### config.mk
export PLATFORM = sky130hd
export DESIGN_NAME = mhbf_cfg_sequencer
export DESIGN_NICKNAME = d
export VERILOG_FILES = /design/src/rtl/mhbf_cfg_sequencer_pkg.sv /design/src/rtl/mhbf_done_timer.sv /design/src/rtl/mhbf_cfg_sequencer.sv
export SDC_FILE = /design/constraint.sdc
export NUM_CORES = 1
export LEC_CHECK = 0
export ABC_AREA = 1
export CELL_PAD_IN_SITES_DETAIL_PLACEMENT = 0
export CELL_PAD_IN_SITES_GLOBAL_PLACEMENT = 1
export CORE_MARGIN = 2
export CORE_UTILIZATION = 44
export CTS_CLUSTER_DIAMETER = 150
export DETAILED_ROUTE_END_ITERATION = 16
export DONT_BUFFER_PORTS = 1
export GPL_ROUTABILITY_DRIVEN = 0
export PLACE_DENSITY = 0.85
export SYNTH_ARGS = -nofsm -noshare
export SYNTH_HDL_FRONTEND = slang
export SYNTH_SLANG_ARGS = --single-unit
### constraint.sdc
create_clock -name i_clk -period 3.4 [get_ports i_clk]
set_clock_uncertainty 0.15 [all_clocks]
set_input_delay 0.68 -clock i_clk [delete_from_list [all_inputs] [get_ports i_clk]]
set_output_delay 0.68 -clock i_clk [all_outputs]
set_load 0.01 [all_outputs]
### src/rtl/mhbf_cfg_sequencer_pkg.sv
// rtl/mhbf_cfg_sequencer_pkg.sv - shared state/error encodings and width helpers for the cascade config sequencer
package mhbf_cfg_sequencer_pkg;

  localparam logic [2:0] S_IDLE      = 3'd0;
  localparam logic [2:0] S_HDR       = 3'd1;
  localparam logic [2:0] S_SCAN      = 3'd2;
  localparam logic [2:0] S_START     = 3'd3;
  localparam logic [2:0] S_STREAM    = 3'd4;
  localparam logic [2:0] S_WAIT_DONE = 3'd5;
  localparam logic [2:0] S_FINISH    = 3'd6;
  localparam logic [2:0] S_ERR       = 3'd7;

  localparam logic [1:0] ERR_NONE    = 2'd0;
  localparam logic [1:0] ERR_EMPTY   = 2'd1;
  localparam logic [1:0] ERR_TIMEOUT = 2'd2;
  localparam logic [1:0] ERR_RANGE   = 2'd3;

  function automatic int clog2(input int v);
    int r;
    r = 0;
    while ((1 << r) < v) r++;
    return r;
  endfunction

  function automatic int popcount(input logic [63:0] v);
    int n;
    n = 0;
    for (int i = 0; i < 64; i++) n += int'(v[i]);
    return n;
  endfunction

endpackage

### src/rtl/mhbf_done_timer.sv
// rtl/mhbf_done_timer.sv - loadable down-counter flagging expiry of the stage done wait
module mhbf_done_timer #(
  parameter int W = 11
) (
  input  logic         i_clk,
  input  logic         i_rst,
  input  logic         i_load,
  input  logic [W-1:0] i_load_val,
  input  logic         i_en,
  output logic         o_expired
);

  logic [W-1:0] r_cnt;

  always_ff @(posedge i_clk) begin
    if (i_rst) begin
      r_cnt <= '0;
    end else if (i_load) begin
      r_cnt <= i_load_val;
    end else if (i_en && (r_cnt != '0)) begin
      r_cnt <= r_cnt - W'(1);
    end
  end

  // Expires on the last enabled cycle, so a load value of N allows exactly N wait cycles.
  assign o_expired = i_en && (r_cnt == W'(1));

endmodule

### src/rtl/mhbf_cfg_sequencer.sv
// rtl/mhbf_cfg_sequencer.sv - loads per-stage coefficient blocks and publishes bypass mask / active count
module mhbf_cfg_sequencer
  import mhbf_cfg_sequencer_pkg::*;
#(
  parameter int NSTAGE_MAX     = 8,
  parameter int COEFF_WIDTH    = 24,
  parameter int TAPS_PER_STAGE = 32,
  parameter int DONE_TIMEOUT   = 1024,
  localparam int AW            = clog2(NSTAGE_MAX + 1)
) (
  input  logic                   i_clk,
  input  logic                   i_rst,
  input  logic                   i_cfg_start,
  input  logic [COEFF_WIDTH-1:0] i_cfg_data,
  input  logic                   i_cfg_valid,
  output logic                   o_cfg_ready,
  output logic [COEFF_WIDTH-1:0] o_stg_data,
  output logic [NSTAGE_MAX-1:0]  o_stg_valid,
  input  logic [NSTAGE_MAX-1:0]  i_stg_ready,
  output logic [NSTAGE_MAX-1:0]  o_stg_start,
  input  logic [NSTAGE_MAX-1:0]  i_stg_done,
  output logic [NSTAGE_MAX-1:0]  o_bypass,
  output logic [AW-1:0]          o_active_num,
  output logic                   o_busy,
  output logic                   o_cfg_done,
  output logic                   o_cfg_err,
  output logic [1:0]             o_err_code
);

  localparam int KW = clog2(NSTAGE_MAX + 1);
  localparam int WW = clog2(TAPS_PER_STAGE + 1);
  localparam int TW = clog2(DONE_TIMEOUT + 1);
  localparam logic [NSTAGE_MAX-1:0] STG_ONE = NSTAGE_MAX'(1);

  logic [2:0]            r_state;
  logic [NSTAGE_MAX-1:0] r_mask;
  logic [KW-1:0]         r_k;
  logic [WW-1:0]         r_wcnt;
  logic [NSTAGE_MAX-1:0] r_bypass;
  logic [AW-1:0]         r_active;
  logic                  r_busy;
  logic                  r_done;
  logic                  r_err;
  logic [1:0]            r_err_code;

  logic [NSTAGE_MAX-1:0] w_sel;
  logic                  w_xfer;
  logic                  w_hdr_xfer;
  logic                  w_last_word;
  logic                  w_stg_done;
  logic                  w_expired;
  logic                  w_range_err;
  logic                  w_empty;

  // One-hot selector; k == NSTAGE_MAX shifts out to zero, selecting nothing.
  assign w_sel       = STG_ONE << r_k;
  assign w_xfer      = (r_state == S_STREAM) && i_cfg_valid && |(i_stg_ready & w_sel);
  assign w_hdr_xfer  = (r_state == S_HDR) && i_cfg_valid;
  assign w_last_word = w_xfer && (r_wcnt == WW'(TAPS_PER_STAGE - 1));
  assign w_stg_done  = |(i_stg_done & w_sel);
  assign w_range_err = (i_cfg_data >> NSTAGE_MAX) != '0;
  assign w_empty     = i_cfg_data[NSTAGE_MAX-1:0] == '0;

  mhbf_done_timer #(.W(TW)) u_done_timer (
    .i_clk      (i_clk),
    .i_rst      (i_rst),
    .i_load     (w_last_word),
    .i_load_val (TW'(DONE_TIMEOUT)),
    .i_en       (r_state == S_WAIT_DONE),
    .o_expired  (w_expired)
  );

  always_comb begin
    o_cfg_ready = 1'b0;
    o_stg_valid = '0;
    o_stg_start = '0;
    case (r_state)
      S_HDR:    o_cfg_ready = 1'b1;
      S_START:  o_stg_start = w_sel;
      S_STREAM: begin
        o_cfg_ready = |(i_stg_ready & w_sel);
        o_stg_valid = i_cfg_valid ? w_sel : '0;
      end
      default:  ;
    endcase
  end

  always_ff @(posedge i_clk) begin
    if (i_rst) begin
      r_state    <= S_IDLE;
      r_mask     <= '0;
      r_k        <= '0;
      r_wcnt     <= '0;
      r_bypass   <= '1;
      r_active   <= '0;
      r_busy     <= 1'b0;
      r_done     <= 1'b0;
      r_err      <= 1'b0;
      r_err_code <= ERR_NONE;
    end else begin
      r_done <= 1'b0;
      case (r_state)
        S_IDLE: if (i_cfg_start) begin
          r_state    <= S_HDR;
          r_busy     <= 1'b1;
          r_err      <= 1'b0;
          r_err_code <= ERR_NONE;
        end
        S_HDR: if (w_hdr_xfer) begin
          r_mask <= i_cfg_data[NSTAGE_MAX-1:0];
          r_k    <= '0;
          if (w_range_err) begin
            r_state    <= S_ERR;
            r_err      <= 1'b1;
            r_err_code <= ERR_RANGE;
          end else if (w_empty) begin
            r_state    <= S_ERR;
            r_err      <= 1'b1;
            r_err_code <= ERR_EMPTY;
          end else begin
            r_state <= S_SCAN;
          end
        end
        S_SCAN: begin
          if (r_k >= KW'(NSTAGE_MAX)) r_state <= S_FINISH;
          else if (|(r_mask & w_sel)) r_state <= S_START;
          else r_k <= r_k + KW'(1);
        end
        S_START: begin
          r_wcnt  <= '0;
          r_state <= S_STREAM;
        end
        S_STREAM: if (w_xfer) begin
          r_wcnt <= r_wcnt + WW'(1);
          if (w_last_word) r_state <= S_WAIT_DONE;
        end
        S_WAIT_DONE: begin
          if (w_stg_done) begin
            r_k     <= r_k + KW'(1);
            r_state <= S_SCAN;
          end else if (w_expired) begin
            r_state    <= S_ERR;
            r_err      <= 1'b1;
            r_err_code <= ERR_TIMEOUT;
          end
        end
        S_FINISH: begin
          // Bypass and active count are only ever written here, together.
          r_bypass <= ~r_mask;
          r_active <= AW'(popcount(64'(r_mask)));
          r_done   <= 1'b1;
          r_busy   <= 1'b0;
          r_state  <= S_IDLE;
        end
        S_ERR: begin
          r_busy  <= 1'b0;
          r_state <= S_IDLE;
        end
        default: r_state <= S_IDLE;
      endcase
    end
  end

  assign o_stg_data   = i_cfg_data;
  assign o_bypass     = r_bypass;
  assign o_active_num = r_active;
  assign o_busy       = r_busy;
  assign o_cfg_done   = r_done;
  assign o_cfg_err    = r_err;
  assign o_err_code   = r_err_code;

endmodule

==> results of run 1 <==
==> cells in the mapped netlist, types with 3 or more instances <==
cell      instances  share of area
ha_1             13          0.049
fa_1              4          0.024
buf_4            25          0.057
nor3_1            5         0.0076
o21ai_1          13          0.020
nand3_1          27          0.041
o21ai_0          15          0.023
inv_1            44          0.050
nand3_2           6          0.018
nor2_2           10          0.019
nor3_4            3          0.015
clkbuf_1          4         0.0046
nor2_4            3          0.010
dfxtp_1          49           0.30
nand2_4           4          0.014
a21oi_1          34          0.052
inv_2             8         0.0091
nand2_1          83          0.095
nand2_2           5         0.0095
nand4_1          18          0.034
nor2_1           73          0.083
==> power by group <==
group	internal, uW	switching (uW)
Combinational	289	611
Sequential	657	116
Clock	240	214
==> critical path: stages (launching register included) <==
cell,delay (ns)
dfxtp_1,0.37
fa_1,0.54
inv_1,0.05
fa_1,0.49
fa_1,0.41
inv_1,0.07
ha_1,0.16
inv_1,0.05
fa_1,0.37
xor2_1,0.17
a21oi_1,0.14
==> state kept, by name (all words and copies together) (netlist names) <==
| register | flops |
|---|---|
| o_active_num | 4 |
| o_bypass | 8 |
| r_wcnt | 6 |
| u_done_timer.r_cnt | 11 |
| o_err_code | 2 |
| r_state | 3 |
| r_k | 4 |
| o_cfg_err | 1 |
| o_busy | 1 |
| r_mask | 8 |
| o_cfg_done | 1 |
==> per-layer routing <==
layer  part of all wire  vias up  track usage
li1                   -     1453            -
met1               0.46     1277       0.2525
met2               0.46      100       0.3004
met3              0.065        8      0.04424
met4             0.0067        0      0.04872
met5                  0        -            0
==> metrics by stage <==
stage	area, um^2	worst slack, ns	std cells	hold slack, ns	power [uW]
2_1_floorplan	3292	0.5148	471	0.2875	1537
3_3_place_gp	3177	0.4195	536	0.2991	1670
3_5_place_dp	3177	0.3835	536	0.3205	1682
4_1_cts	3297	0.3420	544	0.2666	2131
5_1_grt	3297	0.2310	544	0.2546	2298
6_report	3297	0.3610	544	0.2733	2127
==> worst paths after layout <==
kind	cells past startpoint	end	slack (ns)
worst max-delay path	10	o_active_num[2]	0.36
worst min-delay path	1	r_wcnt[1]	0.27
worst max register to register	10	o_active_num[2]	0.36
worst min register to register	2	u_done_timer.r_cnt[1]	0.33
==> logic make-up after synthesis <==
kind of cell	synth area share
DFF	0.2980
adders and majority gates	0.07374
AOI/OAI and AO/OA	0.1133
and+or+nand+nor	0.3732
buffers and inverters	0.1364
xor gates and xnor gates	0.005322
==> final cells by class <==
cell class,count,area (um^2),share of cell area
inverter,54,210.2,0.06376
multi-input combinational,334,1862,0.5647
tap,99,123.9,0.03757
clock buffer,6,82.58,0.02505
clock inverter,2,37.54,0.01139
sequential,49,980.9,0.2975
==> cells in the final DEF, fill, tap and decap left out, drive strengths merged, types with 2 or more instances in the layout <==
cell	Yosys	final
nor2	87	87
nor3	10	10
inv	53	53
ha	13	13
o211ai	2	2
nand3	34	34
o21ai	30	30
or2	2	2
a31oi	2	2
a21oi	35	35
nand4	18	18
dfxtp	49	49
fa	4	4
clkbuf	4	6
nand2	92	92
==> reports/results.ini, run 1 <==
[critical_path]
crit_type = reg2reg
worstPathArrival_ns = 3.13
worstPathMaxFanout = 4
cp-start-kind = flip-flop
cp.required_ns = 3.49
rr_startpoint = r_mask[0]
cp-end-kind = flip-flop
cp-startpoint = r_mask[0]

[route]
ant_nets = 0
vias_per_cell = 5.217
vias = 2838
wl_per_cell_um = 13.76
drt-pass1-iter-count = 4
drcViolationCount = 0
drt_iter0_markers = 133
detail_route.wirelength_um = 7487

[hold_path]
hold_start = i_rst
hp-class = in2reg

[yosys]
ys_types = 40
ys_ff_latch = 49
async_flop_share = 0
synth_fp_nets = 532
synth_flop_cell = dfxtp_1
synthesis.area_um2 = 3292
syn_inst = 471
synth-edff-count = 0
yosysSeqAreaShare = 0.2980
avgSynthCellArea_um2 = 6.989
yosys_warnings = 0

[clock_network]
cts_max_level = 2
clk_path_buf_depth = 2
clock_sinks = 49
cts_resized = 0
ctsHoldBuffers = 0
path_clk_slew_ns = 0.10
post_cts_buffers = 0
cts-root-buf = clkbuf_8
cts_tree = done
numCtsBuffers = 5
insertion_delay_ns = 0.31

[floorplan]
die_area_um2 = 8189
io_pins = 102
die_y_um = 90.50
start_util = 0.4539
placement_rows = 31
die-width_um = 90.50
coreArea_um2 = 7253

[job]
maxCapViolCount = 0

[sta]
drv_slew = 0
worstMarginPinSlew_ns = 0.5189
relSlewSlack = 0.6536
fin_tns_setup_ns = 0
rsz0062_at_grt = no
period_needed_ns = 3.039
fmax_mhz = 329.1
hold_violations = 0
fin_crit_sh = 0.8938
setup_viol = 0

[power_and_ir_drop]
ir_drop_v = 0.0003064
powerDensity_nw_per_um2 = 645.0
p_leak_uw = 0.001386

[grt]
grt_max_degree = 24
overflow = 0
antenna_found_initial = 0
track_usage = 0.1870
grt_pass1_vias = 2716
grt_pass1_wl_um = 12780

[cells_and_area]
nFillCells = 737
drive_above_1_share = 0.1326
fin_util = 0.4545
antenna_cells = 0
syn2layout_area_growth_pct = 0.1520
nets = 505

[placed_design]
dp_hpwl_um = 5673
portBuffers = 0

[outcome]
outcome = finished clean

Power figures use the tool's default switching activity.
==> inputs of run 2 (changes only) <==
- CORE_UTILIZATION: 44 -> 48
- PLACE_DENSITY: 0.85 -> 0.91
- clock period: 3.4 -> 3.8 ns (I/O delays scaled with it)
==> run 2 against run 1 <==
  * Total power shrank 15%
  * Sequential share of layout area grew 0.53 points
  * Critical path depth is the same
  * Via count shrank 0.60%
  * Setup slack gained 0.34 ns
  * Sequential power shrank 11%
  * Critical endpoint unchanged
  * Clock power shrank 30%
==> reports/results.ini, run 2 (synthesis gave the netlist of run 1 again) <==
[floorplan]
coreArea_um2 = 6719
io_pins = 102
die-width_um = 86.82
start_util = 0.4899
die_y_um = 86.82
die_area_um2 = 7537
placement_rows = 30

[sta]
setup_slack_ns = 0.6975
hold_violations = 0
worstMarginPinSlew_ns = 0.5017
relSlewSlack = 0.6652
whs_ns = 0.3234
rsz0062_at_grt = no
fin_tns_setup_ns = 0
drv_slew = 0
fmax_mhz = 322.3
setup_viol = 0
fin_crit_sh = 0.8164
period_needed_ns = 3.102

[critical_path]
critPathMostFrequentCell = fa_1
crit_cells = 10
reg2reg_slack_ns = 0.70
r2r_end = o_active_num[2]
cp-end-kind = flip-flop
slowest_stage = fa_1
worstPathArrival_ns = 3.20
endpoint = o_active_num[2]
crit_family = adder cells
cp-start-kind = flip-flop
cp-startpoint = r_mask[0]
cp.required_ns = 3.90
path_cells = fa_1, inv_1, fa_1, fa_1, inv_1, ha_1, inv_1, fa_1, xor2_1, a21oi_1
rr_startpoint = r_mask[0]
r2r_cells = 10
max_stage_delay_ns = 0.56
worstPathMaxFanout = 4
crit_type = reg2reg
cp_num_buf_inv = 3

[cells_and_area]
nFillCells = 704
final_common_cell = nand2_1
drive_above_1_share = 0.1303
fin_util = 0.4821
antenna_cells = 0
nets = 505
regMostFlops = u_done_timer.r_cnt
largest_reg_flops = 11
syn2layout_area_growth_pct = -1.596
final_area_um2 = 3239
final_cell_mix = nand2_1, nor2_1, dfxtp_1

[power_and_ir_drop]
switching_share = 0.4588
powerDensity_nw_per_um2 = 560.4
seq_power_share = 0.380
switching_power_uw = 832.9
ir_drop_v = 0.0002651
p_leak_uw = 0.001374
pwr-share-clk = 0.174
p_int_uw = 982.4
p_comb_frac = 0.446

[clock_network]
post_cts_buffers = 0
insertion_delay_ns = 0.31
numCtsBuffers = 5
path_clk_slew_ns = 0.09
cts_resized = 0
clock_sinks = 49
clk_path_buf_depth = 2
cts_max_level = 2
ctsHoldBuffers = 0
cts_tree = done
cts-root-buf = clkbuf_8

[grt]
grt_pass1_vias = 2716
grt_busiest_layer = met2
use_met2 = 0.3095
antenna_found_initial = 0
track_usage = 0.2000
gr-usage-met1 = 0.2643
grt_max_degree = 24
grt_pass1_wl_um = 12160
overflow = 0
met3_usage = 0.06000

[outcome]
outcome = finished clean

[route]
drt_iter0_markers = 133
ant_nets = 0
drt-pass1-iter-count = 4
wl_per_cell_um = 13.78
vias = 2821
detail_route.wirelength_um = 7237
vias_per_cell = 5.373
drcViolationCount = 0

[hold_path]
hp-class = reg2reg

[job]
maxCapViolCount = 0

[placed_design]
dp_hpwl_um = 5522
portBuffers = 0
placed_cell_area_um2 = 3153
dp_slack_ns = 0.7174

-- run 2: cell count changes in the layout (fill, tap and decap cells not counted) --
cell	delta
clkbuf_1	+1
inv_6	+1
clkinvlp_4	-1
clkinv_2	+1
clkbuf_8	-1
bufinv_16	-1
-- run 2: worst min-delay path by stage --
stage                                      from                     to  slack [ns]  depth (start not counted)
final                     u_done_timer.r_cnt[1]  u_done_timer.r_cnt[1]        0.32                          2
after floorplan                       r_mask[7]            o_bypass[7]        0.29                          1
after global routing                      i_rst              r_wcnt[1]        0.33                          1
after global placement    u_done_timer.r_cnt[1]  u_done_timer.r_cnt[1]        0.30                          2
after CTS                 u_done_timer.r_cnt[1]  u_done_timer.r_cnt[1]        0.33                          2
after detailed placement  u_done_timer.r_cnt[1]  u_done_timer.r_cnt[1]        0.31                          2
-- run 2: area by class of cell --
cell class | instances | area [um^2] | share of cell area
well taps | 80 | 100.1 | 0.03090
flip-flops and latches | 49 | 980.9 | 0.3028
clock buffers | 6 | 72.57 | 0.02240
inverters | 54 | 210.2 | 0.06489
multi-input cells | 334 | 1862 | 0.5747
clock inverters | 2 | 13.76 | 0.004249
-- run 2: routing by layer --
layer | vias up | wire (um)
met1 | 1259 | 3304
met4 | 0 | 93
met3 | 11 | 496
met5 | - | 0
met2 | 98 | 3342
li1 | 1453 | -
-- run 2: worst min-delay path, delay by kind of cell (launching register included) --
kind               cells  cell delay, ns
DFF                    1            0.32
and+or+nand+nor        1            0.06
AOI/OAI and AO/OA      1            0.05
-- run 2: stage by stage --
stage	instances	power, uW
after floorplan	471	1375
after CTS	525	1830
final	525	1815
after detailed placement	517	1508
after global routing	525	1977
after global placement	517	1493
-- run 2: power groups by stage --
stage               clock network (uW)  registers (uW)  logic [uW]
floorplan                            0             668         707
global placement                     0             698         795
detailed placement                   0             700         808
CTS                                326             690         815
global route                       344             702         931
finish                             316             689         810
